[src/rtl/lsu_pkg.sv]
// -----------------------------------------------------------------------------
// lsu_pkg: shared definitions for the RV32I load/store unit.
//   - XLEN                   : data/address width (32)
//   - TIMEOUT_CYCLES_DEFAULT : default ACCESS watchdog limit
//   - F3_*                   : RV32I funct3 encodings for loads/stores
//   - state_e                : LSU control states
// -----------------------------------------------------------------------------
package lsu_pkg;

    localparam int XLEN                   = 32;
    localparam int TIMEOUT_CYCLES_DEFAULT = 255;

    localparam logic [2:0] F3_B  = 3'b000;
    localparam logic [2:0] F3_H  = 3'b001;
    localparam logic [2:0] F3_W  = 3'b010;
    localparam logic [2:0] F3_BU = 3'b100;
    localparam logic [2:0] F3_HU = 3'b101;

    typedef enum logic [1:0] {
        IDLE   = 2'd0,
        ACCESS = 2'd1,
        RESP   = 2'd2
    } state_e;

endpackage

[src/rtl/lsu_if.sv]
// -----------------------------------------------------------------------------
// lsu_if: bundle of the core request/response and data-memory port signals.
//   modport slave  : the LSU's view (consumes req_*/mem_ack/mem_rdata)
//   modport master : the environment's view (core + memory side)
// Core side  : req_valid, req_ready, req_we, req_funct3, req_addr, req_wdata,
//              stall, rsp_valid, rsp_rdata, fault
// Memory side: mem_req, mem_we, mem_addr, mem_wstrb, mem_wdata, mem_ack,
//              mem_rdata
// -----------------------------------------------------------------------------
interface lsu_if #(
    parameter int WIDTH = 32
);
    logic             req_valid;
    logic             req_ready;
    logic             req_we;
    logic [2:0]       req_funct3;
    logic [WIDTH-1:0] req_addr;
    logic [WIDTH-1:0] req_wdata;
    logic             stall;
    logic             rsp_valid;
    logic [WIDTH-1:0] rsp_rdata;
    logic             fault;
    logic             mem_req;
    logic             mem_we;
    logic [WIDTH-1:0] mem_addr;
    logic [3:0]       mem_wstrb;
    logic [WIDTH-1:0] mem_wdata;
    logic             mem_ack;
    logic [WIDTH-1:0] mem_rdata;

    modport slave (
        input  req_valid, req_we, req_funct3, req_addr, req_wdata,
               mem_ack, mem_rdata,
        output req_ready, stall, rsp_valid, rsp_rdata, fault,
               mem_req, mem_we, mem_addr, mem_wstrb, mem_wdata
    );

    modport master (
        output req_valid, req_we, req_funct3, req_addr, req_wdata,
               mem_ack, mem_rdata,
        input  req_ready, stall, rsp_valid, rsp_rdata, fault,
               mem_req, mem_we, mem_addr, mem_wstrb, mem_wdata
    );
endinterface

[src/rtl/lsu_align.sv]
// -----------------------------------------------------------------------------
// lsu_align: purely combinational lane logic for the LSU.
//   we_i, funct3_i, addr_lo_i : access kind and byte offset within the word
//   wdata_i                   : raw store data (rs2)
//   rdata_i                   : raw memory read word
//   legal_o                   : funct3 legal for this direction and aligned
//   wstrb_o                   : byte strobes (zero for loads)
//   wdata_o                   : lane-replicated store data
//   rdata_o                   : shifted and sign/zero-extended load data
// -----------------------------------------------------------------------------
module lsu_align import lsu_pkg::*; (
    input  logic            we_i,
    input  logic [2:0]      funct3_i,
    input  logic [1:0]      addr_lo_i,
    input  logic [XLEN-1:0] wdata_i,
    input  logic [XLEN-1:0] rdata_i,
    output logic            legal_o,
    output logic [3:0]      wstrb_o,
    output logic [XLEN-1:0] wdata_o,
    output logic [XLEN-1:0] rdata_o
);
    logic [XLEN-1:0] shifted_s;
    logic [3:0]      strb_s;

    // Decode funct3 into legality, lanes, replicated store data and load extension
    always_comb begin
        shifted_s = rdata_i >> {addr_lo_i, 3'b000};
        legal_o   = 1'b0;
        strb_s    = 4'b0000;
        wdata_o   = {XLEN{1'b0}};
        rdata_o   = {XLEN{1'b0}};
        case (funct3_i)
            F3_B: begin
                legal_o = 1'b1;
                strb_s  = 4'b0001 << addr_lo_i;
                wdata_o = {4{wdata_i[7:0]}};
                rdata_o = {{24{shifted_s[7]}}, shifted_s[7:0]};
            end
            F3_H: begin
                legal_o = ~addr_lo_i[0];
                strb_s  = 4'b0011 << addr_lo_i;
                wdata_o = {2{wdata_i[15:0]}};
                rdata_o = {{16{shifted_s[15]}}, shifted_s[15:0]};
            end
            F3_W: begin
                legal_o = (addr_lo_i == 2'b00);
                strb_s  = 4'b1111;
                wdata_o = wdata_i;
                rdata_o = shifted_s;
            end
            // Unsigned variants exist only for loads
            F3_BU: begin
                legal_o = ~we_i;
                rdata_o = {24'h000000, shifted_s[7:0]};
            end
            F3_HU: begin
                legal_o = ~we_i & ~addr_lo_i[0];
                rdata_o = {16'h0000, shifted_s[15:0]};
            end
            default: begin
                legal_o = 1'b0;
            end
        endcase
        wstrb_o = we_i ? strb_s : 4'b0000;
    end
endmodule

[src/rtl/lsu.sv]
// -----------------------------------------------------------------------------
// lsu: RV32I load/store unit. Accepts one request in IDLE, performs a single
// aligned word access with byte strobes, returns an extended load result with
// a one-cycle rsp_valid pulse, and stalls the core meanwhile.
//   clk_i, reset_i : clock and synchronous active-high reset
//   bus            : lsu_if.slave (core request/response + data-memory port)
// Optional feature: define LSU_TIMEOUT_EN to enable the ACCESS watchdog
// (TIMEOUT_CYCLES); without it ACCESS waits for mem_ack indefinitely.
// -----------------------------------------------------------------------------
module lsu import lsu_pkg::*; #(
    parameter int WIDTH = XLEN
`ifdef LSU_TIMEOUT_EN
    ,
    parameter int TIMEOUT_CYCLES = TIMEOUT_CYCLES_DEFAULT
`endif
) (
    input logic  clk_i,
    input logic  reset_i,
    lsu_if.slave bus
);
`ifdef LSU_TIMEOUT_EN
    localparam int TMR_W = ($clog2(TIMEOUT_CYCLES + 1) > 8) ? $clog2(TIMEOUT_CYCLES + 1) : 8;
    logic [TMR_W-1:0] timer_q, timer_d;
`endif

    state_e           state_q, state_d;
    logic             we_q, we_d;
    logic [2:0]       funct3_q, funct3_d;
    logic [1:0]       addr_lo_q, addr_lo_d;
    logic             mem_req_q, mem_req_d;
    logic             mem_we_q, mem_we_d;
    logic [WIDTH-1:0] mem_addr_q, mem_addr_d;
    logic [3:0]       mem_wstrb_q, mem_wstrb_d;
    logic [WIDTH-1:0] mem_wdata_q, mem_wdata_d;
    logic             rsp_valid_q, rsp_valid_d;
    logic             fault_q, fault_d;
    logic [WIDTH-1:0] rsp_rdata_q, rsp_rdata_d;

    logic             al_we_s, al_legal_s;
    logic [2:0]       al_funct3_s;
    logic [1:0]       al_addr_lo_s;
    logic [3:0]       al_wstrb_s;
    logic [WIDTH-1:0] al_wdata_s, al_rdata_s;

    // In IDLE the align block checks the incoming request; afterwards it
    // works on the captured request so the load extract uses the right offset.
    assign al_we_s      = (state_q == IDLE) ? bus.req_we         : we_q;
    assign al_funct3_s  = (state_q == IDLE) ? bus.req_funct3     : funct3_q;
    assign al_addr_lo_s = (state_q == IDLE) ? bus.req_addr[1:0]  : addr_lo_q;

    lsu_align u_align (
        .we_i      (al_we_s),
        .funct3_i  (al_funct3_s),
        .addr_lo_i (al_addr_lo_s),
        .wdata_i   (bus.req_wdata),
        .rdata_i   (bus.mem_rdata),
        .legal_o   (al_legal_s),
        .wstrb_o   (al_wstrb_s),
        .wdata_o   (al_wdata_s),
        .rdata_o   (al_rdata_s)
    );

    assign bus.req_ready = (state_q == IDLE);
    assign bus.stall     = (bus.req_valid & (state_q == IDLE)) | (state_q == ACCESS);
    assign bus.mem_req   = mem_req_q;
    assign bus.mem_we    = mem_we_q;
    assign bus.mem_addr  = mem_addr_q;
    assign bus.mem_wstrb = mem_wstrb_q;
    assign bus.mem_wdata = mem_wdata_q;
    assign bus.rsp_valid = rsp_valid_q;
    assign bus.fault     = fault_q;
    assign bus.rsp_rdata = rsp_rdata_q;

    // Next-state and next-output logic for the IDLE/ACCESS/RESP controller
    always_comb begin
        state_d     = state_q;
        we_d        = we_q;
        funct3_d    = funct3_q;
        addr_lo_d   = addr_lo_q;
        mem_req_d   = mem_req_q;
        mem_we_d    = mem_we_q;
        mem_addr_d  = mem_addr_q;
        mem_wstrb_d = mem_wstrb_q;
        mem_wdata_d = mem_wdata_q;
        rsp_valid_d = 1'b0;
        fault_d     = 1'b0;
        rsp_rdata_d = rsp_rdata_q;
`ifdef LSU_TIMEOUT_EN
        timer_d     = timer_q;
`endif
        case (state_q)
            IDLE: begin
                if (bus.req_valid) begin
                    we_d        = bus.req_we;
                    funct3_d    = bus.req_funct3;
                    addr_lo_d   = bus.req_addr[1:0];
                    mem_addr_d  = {bus.req_addr[WIDTH-1:2], 2'b00};
                    mem_wdata_d = al_wdata_s;
                    if (al_legal_s) begin
                        state_d     = ACCESS;
                        mem_req_d   = 1'b1;
                        mem_we_d    = bus.req_we;
                        mem_wstrb_d = al_wstrb_s;
`ifdef LSU_TIMEOUT_EN
                        timer_d     = {TMR_W{1'b0}};
`endif
                    end else begin
                        // Faulting request never reaches memory
                        state_d     = RESP;
                        mem_we_d    = 1'b0;
                        mem_wstrb_d = 4'b0000;
                        rsp_valid_d = 1'b1;
                        fault_d     = 1'b1;
                        rsp_rdata_d = {WIDTH{1'b0}};
                    end
                end else begin
                    state_d = IDLE;
                end
            end
            ACCESS: begin
                if (bus.mem_ack) begin
                    state_d     = RESP;
                    mem_req_d   = 1'b0;
                    rsp_valid_d = 1'b1;
                    rsp_rdata_d = we_q ? {WIDTH{1'b0}} : al_rdata_s;
                end
`ifdef LSU_TIMEOUT_EN
                // The increment that would reach TIMEOUT_CYCLES abandons the access
                else if (timer_q == TMR_W'(TIMEOUT_CYCLES - 1)) begin
                    state_d     = RESP;
                    mem_req_d   = 1'b0;
                    rsp_valid_d = 1'b1;
                    fault_d     = 1'b1;
                    rsp_rdata_d = {WIDTH{1'b0}};
                end else begin
                    timer_d = timer_q + TMR_W'(1);
                end
`else
                else begin
                    state_d = ACCESS;
                end
`endif
            end
            RESP: begin
                state_d = IDLE;
            end
            default: begin
                state_d   = IDLE;
                mem_req_d = 1'b0;
            end
        endcase
    end

    // State and output registers with synchronous reset
    always_ff @(posedge clk_i) begin
        if (reset_i) begin
            state_q     <= IDLE;
            we_q        <= 1'b0;
            funct3_q    <= 3'b000;
            addr_lo_q   <= 2'b00;
            mem_req_q   <= 1'b0;
            mem_we_q    <= 1'b0;
            mem_addr_q  <= {WIDTH{1'b0}};
            mem_wstrb_q <= 4'b0000;
            mem_wdata_q <= {WIDTH{1'b0}};
            rsp_valid_q <= 1'b0;
            fault_q     <= 1'b0;
            rsp_rdata_q <= {WIDTH{1'b0}};
`ifdef LSU_TIMEOUT_EN
            timer_q     <= {TMR_W{1'b0}};
`endif
        end else begin
            state_q     <= state_d;
            we_q        <= we_d;
            funct3_q    <= funct3_d;
            addr_lo_q   <= addr_lo_d;
            mem_req_q   <= mem_req_d;
            mem_we_q    <= mem_we_d;
            mem_addr_q  <= mem_addr_d;
            mem_wstrb_q <= mem_wstrb_d;
            mem_wdata_q <= mem_wdata_d;
            rsp_valid_q <= rsp_valid_d;
            fault_q     <= fault_d;
            rsp_rdata_q <= rsp_rdata_d;
`ifdef LSU_TIMEOUT_EN
            timer_q     <= timer_d;
`endif
        end
    end
endmodule

[src/flat_wrapper.sv]
// flat-port wrapper written by rule: the top's interface ports become plain ports
module lsu_flat import lsu_pkg::*;
#(
    parameter int WIDTH = XLEN

)
  (clk_i, reset_i, bus_req_valid, bus_req_we, bus_req_funct3, bus_req_addr, bus_req_wdata, bus_mem_ack, bus_mem_rdata, bus_req_ready, bus_stall, bus_rsp_valid, bus_rsp_rdata, bus_fault, bus_mem_req, bus_mem_we, bus_mem_addr, bus_mem_wstrb, bus_mem_wdata);
  lsu_if #(.WIDTH(WIDTH)) bus_i ();
  input logic clk_i;
  input logic reset_i;
  input wire logic [$bits(bus_i.req_valid)-1:0] bus_req_valid;
  input wire logic [$bits(bus_i.req_we)-1:0] bus_req_we;
  input wire logic [$bits(bus_i.req_funct3)-1:0] bus_req_funct3;
  input wire logic [$bits(bus_i.req_addr)-1:0] bus_req_addr;
  input wire logic [$bits(bus_i.req_wdata)-1:0] bus_req_wdata;
  input wire logic [$bits(bus_i.mem_ack)-1:0] bus_mem_ack;
  input wire logic [$bits(bus_i.mem_rdata)-1:0] bus_mem_rdata;
  output wire logic [$bits(bus_i.req_ready)-1:0] bus_req_ready;
  output wire logic [$bits(bus_i.stall)-1:0] bus_stall;
  output wire logic [$bits(bus_i.rsp_valid)-1:0] bus_rsp_valid;
  output wire logic [$bits(bus_i.rsp_rdata)-1:0] bus_rsp_rdata;
  output wire logic [$bits(bus_i.fault)-1:0] bus_fault;
  output wire logic [$bits(bus_i.mem_req)-1:0] bus_mem_req;
  output wire logic [$bits(bus_i.mem_we)-1:0] bus_mem_we;
  output wire logic [$bits(bus_i.mem_addr)-1:0] bus_mem_addr;
  output wire logic [$bits(bus_i.mem_wstrb)-1:0] bus_mem_wstrb;
  output wire logic [$bits(bus_i.mem_wdata)-1:0] bus_mem_wdata;
  assign bus_i.req_valid = bus_req_valid;
  assign bus_i.req_we = bus_req_we;
  assign bus_i.req_funct3 = bus_req_funct3;
  assign bus_i.req_addr = bus_req_addr;
  assign bus_i.req_wdata = bus_req_wdata;
  assign bus_i.mem_ack = bus_mem_ack;
  assign bus_i.mem_rdata = bus_mem_rdata;
  assign bus_req_ready = bus_i.req_ready;
  assign bus_stall = bus_i.stall;
  assign bus_rsp_valid = bus_i.rsp_valid;
  assign bus_rsp_rdata = bus_i.rsp_rdata;
  assign bus_fault = bus_i.fault;
  assign bus_mem_req = bus_i.mem_req;
  assign bus_mem_we = bus_i.mem_we;
  assign bus_mem_addr = bus_i.mem_addr;
  assign bus_mem_wstrb = bus_i.mem_wstrb;
  assign bus_mem_wdata = bus_i.mem_wdata;
  lsu #(.WIDTH(WIDTH)) u_core (.clk_i(clk_i), .reset_i(reset_i), .bus(bus_i));
endmodule
[config.mk]
export PLATFORM = sky130hd
export DESIGN_NAME = lsu_flat
export DESIGN_NICKNAME = d
export VERILOG_FILES = /design/src/rtl/lsu_pkg.sv /design/src/rtl/lsu_if.sv /design/src/rtl/lsu_align.sv /design/src/rtl/lsu.sv /design/src/flat_wrapper.sv
export SDC_FILE = /design/constraint.sdc
export NUM_CORES = 1
export LEC_CHECK = 0
export BUFFER_PORTS_ARGS = -buffer_cell sky130_fd_sc_hd__buf_4
export CAP_MARGIN = 20
export CELL_PAD_IN_SITES_DETAIL_PLACEMENT = 2
export CELL_PAD_IN_SITES_GLOBAL_PLACEMENT = 2
export CORE_MARGIN = 2
export CORE_UTILIZATION = 28
export CTS_CLUSTER_DIAMETER = 80
export CTS_CLUSTER_SIZE = 14
export DETAILED_ROUTE_END_ITERATION = 10
export PLACE_DENSITY = 0.91
export SYNTH_ARGS = -nofsm -noshare
export SYNTH_HDL_FRONTEND = slang
export SYNTH_SLANG_ARGS = --single-unit
[constraint.sdc]
create_clock -name clk_i -period 3.95 [get_ports clk_i]
set_clock_uncertainty 0.2 [all_clocks]
set_input_delay 0.1975 -clock clk_i [delete_from_list [all_inputs] [get_ports clk_i]]
set_output_delay 0.1975 -clock clk_i [all_outputs]
set_load 0.05 [all_outputs]
==> results of run 1 <==
## metrics by stage
step | power [uW] | setup slack (ns) | cells | instance area [um^2] | hold slack [ns]
2_1_floorplan | 2280 | 0.937 | 575 | 4870 | 0.133
3_3_place_gp | 2710 | 0.687 | 973 | 6590 | 0.243
3_5_place_dp | 2770 | 0.449 | 973 | 6590 | 0.252
4_1_cts | 3780 | 0.413 | 1051 | 7510 | 0.0140
5_1_grt | 3940 | 0.208 | 1053 | 7510 | 0.0241
6_report | 3770 | 0.326 | 1053 | 7510 | -0.000453
## sequential cells by signal, indices dropped and copies added (netlist names)
signal,count
u_core.bus.mem_we,1
u_core.bus.rsp_rdata,32
u_core.bus.mem_wstrb,4
u_core.addr_lo_q,2
u_core.we_q,1
u_core.bus.mem_req,1
u_core.bus.fault,1
u_core.bus.mem_addr,30
u_core.funct3_q,3
u_core.bus.mem_wdata,32
u_core.state_q,2
## synthesized netlist by cell type, drive strengths merged, types with 2 or more instances
cell / instances
clkbuf: 31
nand3: 6
a211oi: 3
dfxtp: 109
o31a: 2
or3: 2
a21oi: 64
buf: 13
nor2b: 4
a221oi: 7
a2bb2oi: 16
o21a: 3
o21ai: 14
mux2: 9
a22oi: 37
nor3: 10
o31ai: 2
a21o: 10
or4: 3
nor2: 48
a31oi: 3
mux2i: 19
and2: 2
nand2b: 17
nand2: 108
a22o: 23
## worst min-delay path: stages
cell      delay, ns
buf_4          0.08
a221oi_1       0.08
nor3_1         0.15
## worst max path at each step
| stage | depth (start not counted) | endpoint | start |
|---|---|---|---|
| 2_1_floorplan | 7 | u_core.bus.rsp_rdata[24] | u_core.state_q[1] |
| 3_3_place_gp | 7 | u_core.bus.rsp_rdata[31] | u_core.state_q[0] |
| 3_5_place_dp | 7 | u_core.bus.rsp_rdata[31] | u_core.state_q[0] |
| 4_1_cts | 7 | u_core.bus.rsp_rdata[28] | u_core.state_q[0] |
| 5_1_grt | 7 | u_core.bus.rsp_rdata[29] | u_core.state_q[0] |
| 6_report | 7 | u_core.bus.rsp_rdata[28] | u_core.state_q[0] |
## cells by family (layout without fill, tap and decap cells)
group / count (synthesis) / in the layout / synth area share (%)
DFF: 109 / 109 / 44.8
muxes: 28 / 28 / 5.99
AOI/OAI and AO/OA: 189 / 189 / 26.7
buffers and inverters: 44 / 295 / 4.14
and+or+nand+nor: 203 / 203 / 18.2
other: 1 / 4 / 0.0771
## per-layer routing
metal / GRT usage (%) / vias to the layer above / routed length, um
li1: - / 2544 / -
met1: 26.8 / 2719 / 8910
met2: 45.0 / 189 / 11800
met3: 5.67 / 42 / 1460
met4: 9.20 / 0 / 688
met5: 0 / - / 0
## repair_timing
item | in CTS | in global routing
endpoints found under the hold margin | 59 | 0
hold buffers | 62 | 0
buffers inserted | 0 | 0
## final cells by class
cell class	count	area, um^2
Fill cell	1862	9600
Multi-Input combinational cell	422	2490
Timing Repair Buffer	279	2250
Sequential cell	109	2180
Tap cell	225	282
Clock buffer	10	229
Clock inverter	6	72.6
Antenna cell	2	5.00
## report_power, final
group	internal [uW]	total (uW)	leakage, uW	switching [uW]
sequential	1230	1320	0.000892	93.8
combinational	512	1510	0.00224	993
clock	500	946	0.000149	446
total	2240	3770	0.00328	1530
==> out/metrics.cfg, run 1 <==
[status]
outcome = complete, but fails checks
violations = negative hold slack

[setup_path]
r2r_end = u_core.bus.rsp_rdata[28]
slowest_delay_ns = 0.97
worstPathArrival_ns = 3.59
critPathKind = register to register
critPathMaxFanout = 31
cp-end-kind = register
crit_required_ns = 3.92
crit_slowest_cell = a311oi_1
crit-reg2reg-launch = u_core.state_q[0]
reg2reg_depth = 7
start_kind = register
crit_chain = nor2_2 -> buf_4 -> mux2_2 -> and2_1 -> o2bb2ai_1 -> a311oi_1 -> a22oi_1
crit_buf_inv = 1
crit_family = compound AO/OA/AOI/OAI gates
reg2reg_slack_ns = 0.33

[route]
drc = 0
first_iter_violations = 277
wl_um = 22800
dr.pass1.iters = 4
avgRoutedWirePerCell_um = 21.7
vias = 5494
ant_nets = 0
viasPerCell = 5.22

[worst_hold_path]
holdPathStages = 3
hold_path_class = primary input to register
min_from = bus_req_wdata[19]
min_to = u_core.bus.mem_wdata[19]

[pwr]
peakVddDrop_v = 0.000202
power-per-cell-area_nw_per_um2 = 502
p_leak_uw = 0.00328

[finish]
syn_to_final_growth_pct = 54.4
final_cell_mix = buf_4 (217), dfxtp_1 (109), nand2_1 (107)
finalCoreUtilization_pct = 43.9
nNetsFinal = 925
layout_commonest_cell = buf_4
final_layout_size_suffix_gt1_share_pct = 30.5

[cts]
insertion_delay_ns = 0.35
cts_tree = done
h-tree-depth = 3
cts_resized = 0
path_clk_slew_ns = 0.08
cts_made_buffers = 9
cts-root-buf = clkbuf_16
clkSinkCount = 109
ctsLongestPathBuffers = 2

[sta]
final_hold_viol_count = 1
fin_crit_sh_pct = 91.7
min_period_ns = 3.62
maxSlewViolCount = 0
worst_pin_slew_ns = 1.15
tns_ns = 0
fmax_mhz = 276
holdWs_ns = -0.000453
rsz0062_at_grt = false
setup_viol_count_final = 0
slew_headroom_pct = 22.5

[synthesis]
yosysTopAreaCell = dfxtp_1
synth_top_area_share_pct = 44.8
seq_area_frac_synth_pct = 44.8
synth-edff-count = 0
postSynthAreaPerCell_um2 = 8.48
synth_ff_type = dfxtp_1
async_reset_ff_share_pct = 0
synth.area.top_cells = dfxtp_1 (45%), nand2_1 (8.3%), a21oi_1 (6.6%), a22oi_1 (5.6%), a22o_1 (4.1%)
yosysUniqueCellTypes = 43
ys.warnings.count = 0
ys_ff_latch = 109
syn_inst = 574
syn-cell-area_um2 = 4870

[placement]
dp_hpwl_um = 15200
gp_congestion = 0.886
port_buffers = 207

[job]
cap_violations = 0

[floorplan]
pin_count = 210
dieHeight_um = 136
num_rows = 48
die_w_um = 136
core_um2 = 17100
initial_utilization_pct = 28.4
die-area_um2 = 18400

[global_routing]
grt_pass1_wl_um = 34300
grt_pass1_vias = 6049
antenna_found_initial = 1
grt_overflow = 0
grt_start_max_net_pins = 96
grt_util_all_layers_pct = 24.3

No activity file was read; power rests on OpenSTA's default activity.
==> run 2: changes to the inputs <==
- CORE_UTILIZATION: 28 -> 27
- PLACE_DENSITY: 0.91 -> 0.87
- SYNTH_HIERARCHICAL: not set -> 1
- clock period: 3.95 -> 4.1 ns (I/O delays scaled with it)
==> run 2 against run 1 <==
  * The run now ends clean
  * Critical path type unchanged
  * Core utilization fell by 5.1 points
  * Die area rose by 18%
  * Sequential share of layout area fell by 1.3 points
  * Global-route usage fell by 3.3 points
  * Via count rose by 7.0%
  * Worst setup slack improved by 0.094 ns
  * Total power fell by 11%
  * Sequential cell count did not move
  * Combinational power fell by 14%
==> out/metrics.cfg, run 2 <==
[synthesis]
synth.most_common_cell = nand2_1  ; was dfxtp_1
seq_area_frac_synth_pct = 39.1  ; was 44.8%
postSynthAreaPerCell_um2 = 7.73  ; was 8.48 um^2
ys_ff_latch = 109  ; unchanged
synth_ff_type = dfxtp_1  ; unchanged
ys.warnings.count = 6  ; was 0
yosysTopAreaCell = dfxtp_1  ; unchanged
synth_common_cells = nand2_1 (204), dfxtp_1 (109), a21oi_1 (94)  ; was dfxtp_1 (109), nand2_1 (108), a21oi_1 (64)
synth_top_area_share_pct = 39.1  ; was 44.8%
async_reset_ff_share_pct = 0  ; unchanged
synth.area.top_cells = dfxtp_1 (39%), nand2_1 (14%), mux2i_1 (11%), a21oi_1 (8.4%), nand2b_1 (4.0%)  ; was dfxtp_1 (45%), nand2_1 (8.3%), a21oi_1 (6.6%), a22oi_1 (5.6%), a22o_1 (4.1%)
yosysUniqueCellTypes = 45  ; was 43
syn-cell-area_um2 = 5590  ; was 4870 um^2
synth-edff-count = 0  ; unchanged
syn_inst = 723  ; was 574

[setup_path]
crit_required_ns = 4.18  ; was 3.92 ns
critPathKind = register to register  ; unchanged
worstPathArrival_ns = 3.76  ; was 3.59 ns
cp-end-kind = register  ; unchanged
critPathMaxFanout = 32  ; was 31
start_kind = register  ; unchanged

[finish]
nNetsFinal = 1032  ; was 925
layout_commonest_cell = buf_4  ; unchanged
final_cell_mix = buf_4 (220), nand2_1 (204), dfxtp_1 (109)  ; was buf_4 (217), dfxtp_1 (109), nand2_1 (107)
antenna_cells = 0  ; was 2
syn_to_final_growth_pct = 40.9  ; was 54.4%
stdcell_count = 1202  ; was 1,053
final_layout_size_suffix_gt1_share_pct = 27.1  ; was 30.5%

[route]
dr.pass1.iters = 4  ; unchanged
ant_nets = 0  ; unchanged
drc = 0  ; unchanged
viasPerCell = 4.89  ; was 5.22
vias = 5877  ; was 5,494
avgRoutedWirePerCell_um = 19.6  ; was 21.7 um
first_iter_violations = 206  ; was 277
wl_um = 23500  ; was 22,800 um

[sta]
tns_ns = 0  ; unchanged
fin_crit_sh_pct = 89.8  ; was 91.7%
final_hold_viol_count = 0  ; was 1
slew_headroom_pct = 40.7  ; was 22.5%
rsz0062_at_grt = false  ; unchanged
maxSlewViolCount = 0  ; unchanged
setup_viol_count_final = 0  ; unchanged
worst_pin_slew_ns = 0.890  ; was 1.15 ns
min_period_ns = 3.68  ; was 3.62 ns
fmax_mhz = 272  ; was 276 MHz

[floorplan]
core_um2 = 20300  ; was 17,100 um^2
num_rows = 52  ; was 48
initial_utilization_pct = 27.5  ; was 28.4%
dieHeight_um = 148  ; was 136 um
die-area_um2 = 21900  ; was 18,400 um^2
die_w_um = 148  ; was 136 um
pin_count = 210  ; unchanged

[global_routing]
grt_pass1_wl_um = 35800  ; was 34,300 um
grt_util_all_layers_pct = 21.0  ; was 24.3%
grt_start_max_net_pins = 78  ; was 96
grt_overflow = 0  ; unchanged
antenna_found_initial = 0  ; was 1
grt_pass1_vias = 6421  ; was 6,049

[job]
cap_violations = 0  ; unchanged

[placement]
gp_congestion = 0.794  ; was 0.886
port_buffers = 207  ; unchanged
post-place-cells = 1150  ; was 973
dp_hpwl_um = 15400  ; was 15,200 um

[cts]
post_cts_buffers = 0  ; unchanged
h-tree-depth = 3  ; unchanged
path_clk_slew_ns = 0.08  ; about the same
clkSinkCount = 109  ; unchanged
cts_tree = done  ; unchanged
cts_made_buffers = 9  ; unchanged
insertion_delay_ns = 0.36  ; was 0.35 ns
ctsLongestPathBuffers = 2  ; unchanged
cts-root-buf = clkbuf_16  ; unchanged

[pwr]
peakVddDrop_v = 0.000210  ; was 0.000202 V
p_leak_uw = 0.00332  ; was 0.00328 uW
power-per-cell-area_nw_per_um2 = 424  ; was 502 nW/um^2

[worst_hold_path]
hold_path_class = primary input to register  ; unchanged

[status]
outcome = finished, final reports clean  ; was complete, but fails checks

[run 2: cell count changes after synthesis, moves of 9 or more]
cell and change:
nand2b_1 +19, a21o_1 -9, a22oi_1 -29, a2bb2oi_1 -16
a22o_1 -23, a211oi_1 +14, nor2b_1 +17, nand2_1 +96
clkbuf_1 -11, buf_2 +23, mux2i_1 +40, a21oi_1 +30
[run 2: worst paths after layout]
check,startpoint,slack (ns),depth (start not counted),end
worst min-delay path,bus_mem_rdata[24],0.03,5,u_core/bus.rsp_rdata[24]
worst max register to register,u_core/bus.rsp_valid,0.42,8,u_core/bus.rsp_rdata[10]
worst max-delay path,u_core/bus.rsp_valid,0.42,8,u_core/bus.rsp_rdata[10]
worst min register to register,u_core/bus.mem_addr[2],0.26,2,u_core/bus.mem_addr[2]
[run 2: stage by stage]
step	hold slack [ns]	util, %	total power (uW)	worst slack [ns]	cell area [um^2]
after CTS	0.0184	38.8	3330	0.450	7870
after detailed placement	0.250	35.6	2450	0.449	7230
after floorplan	0.141	-	2100	0.0160	5590
final	0.0259	38.8	3340	0.420	7870
after global placement	0.242	35.6	2420	0.701	7230
after global routing	0.0586	38.8	3490	0.194	7870
[run 2: repair_timing]
item / 4_1_cts / 5_1_grt
gates resized for setup: 0 / 0
endpoints found under the hold margin: 39 / 0
hold buffers: 37 / 0
[run 2: area by class of cell]
cell class	count	area [um^2]
clock inverters	4	32.5
multi-input cells	550	3060
well taps	270	338
clock buffers	11	233
flip-flops and latches	109	2180
fillers	2365	12400
inverters	1	3.75
repair buffers	257	2020
[run 2: cells by family after synthesis]
group / count (synthesis) / synth area share [%]
other cells: 1 / 0.0671
mux: 68 / 12.4
flops: 109 / 39.1
compound gates: 150 / 15.8
simple gates: 330 / 26.2
buf+inv: 65 / 6.49
[run 2: per-layer routing]
layer,wire length (um),global-route usage (%),share of wire [%],vias up
li1,-,-,-,2803
met1,9750,23.9,41,2880
met2,11700,37.6,50,160
met3,1400,5.74,5.9,34
met4,643,7.90,2.7,0
met5,0,0,0,-
[run 2: power by group]
part | switching (uW) | internal [uW]
registers | 51.0 | 1130
clock network | 440 | 417
logic | 850 | 451
[run 2: critical path, cell delays in order (launching register included)]
cell	delay, ns
dfxtp_1	0.47
nor2_1	0.48
mux2_2	0.64
nor2_1	0.22
a21o_1	0.23
or3b_4	0.41
a21oi_4	0.16
buf_4	0.50
mux2i_1	0.28
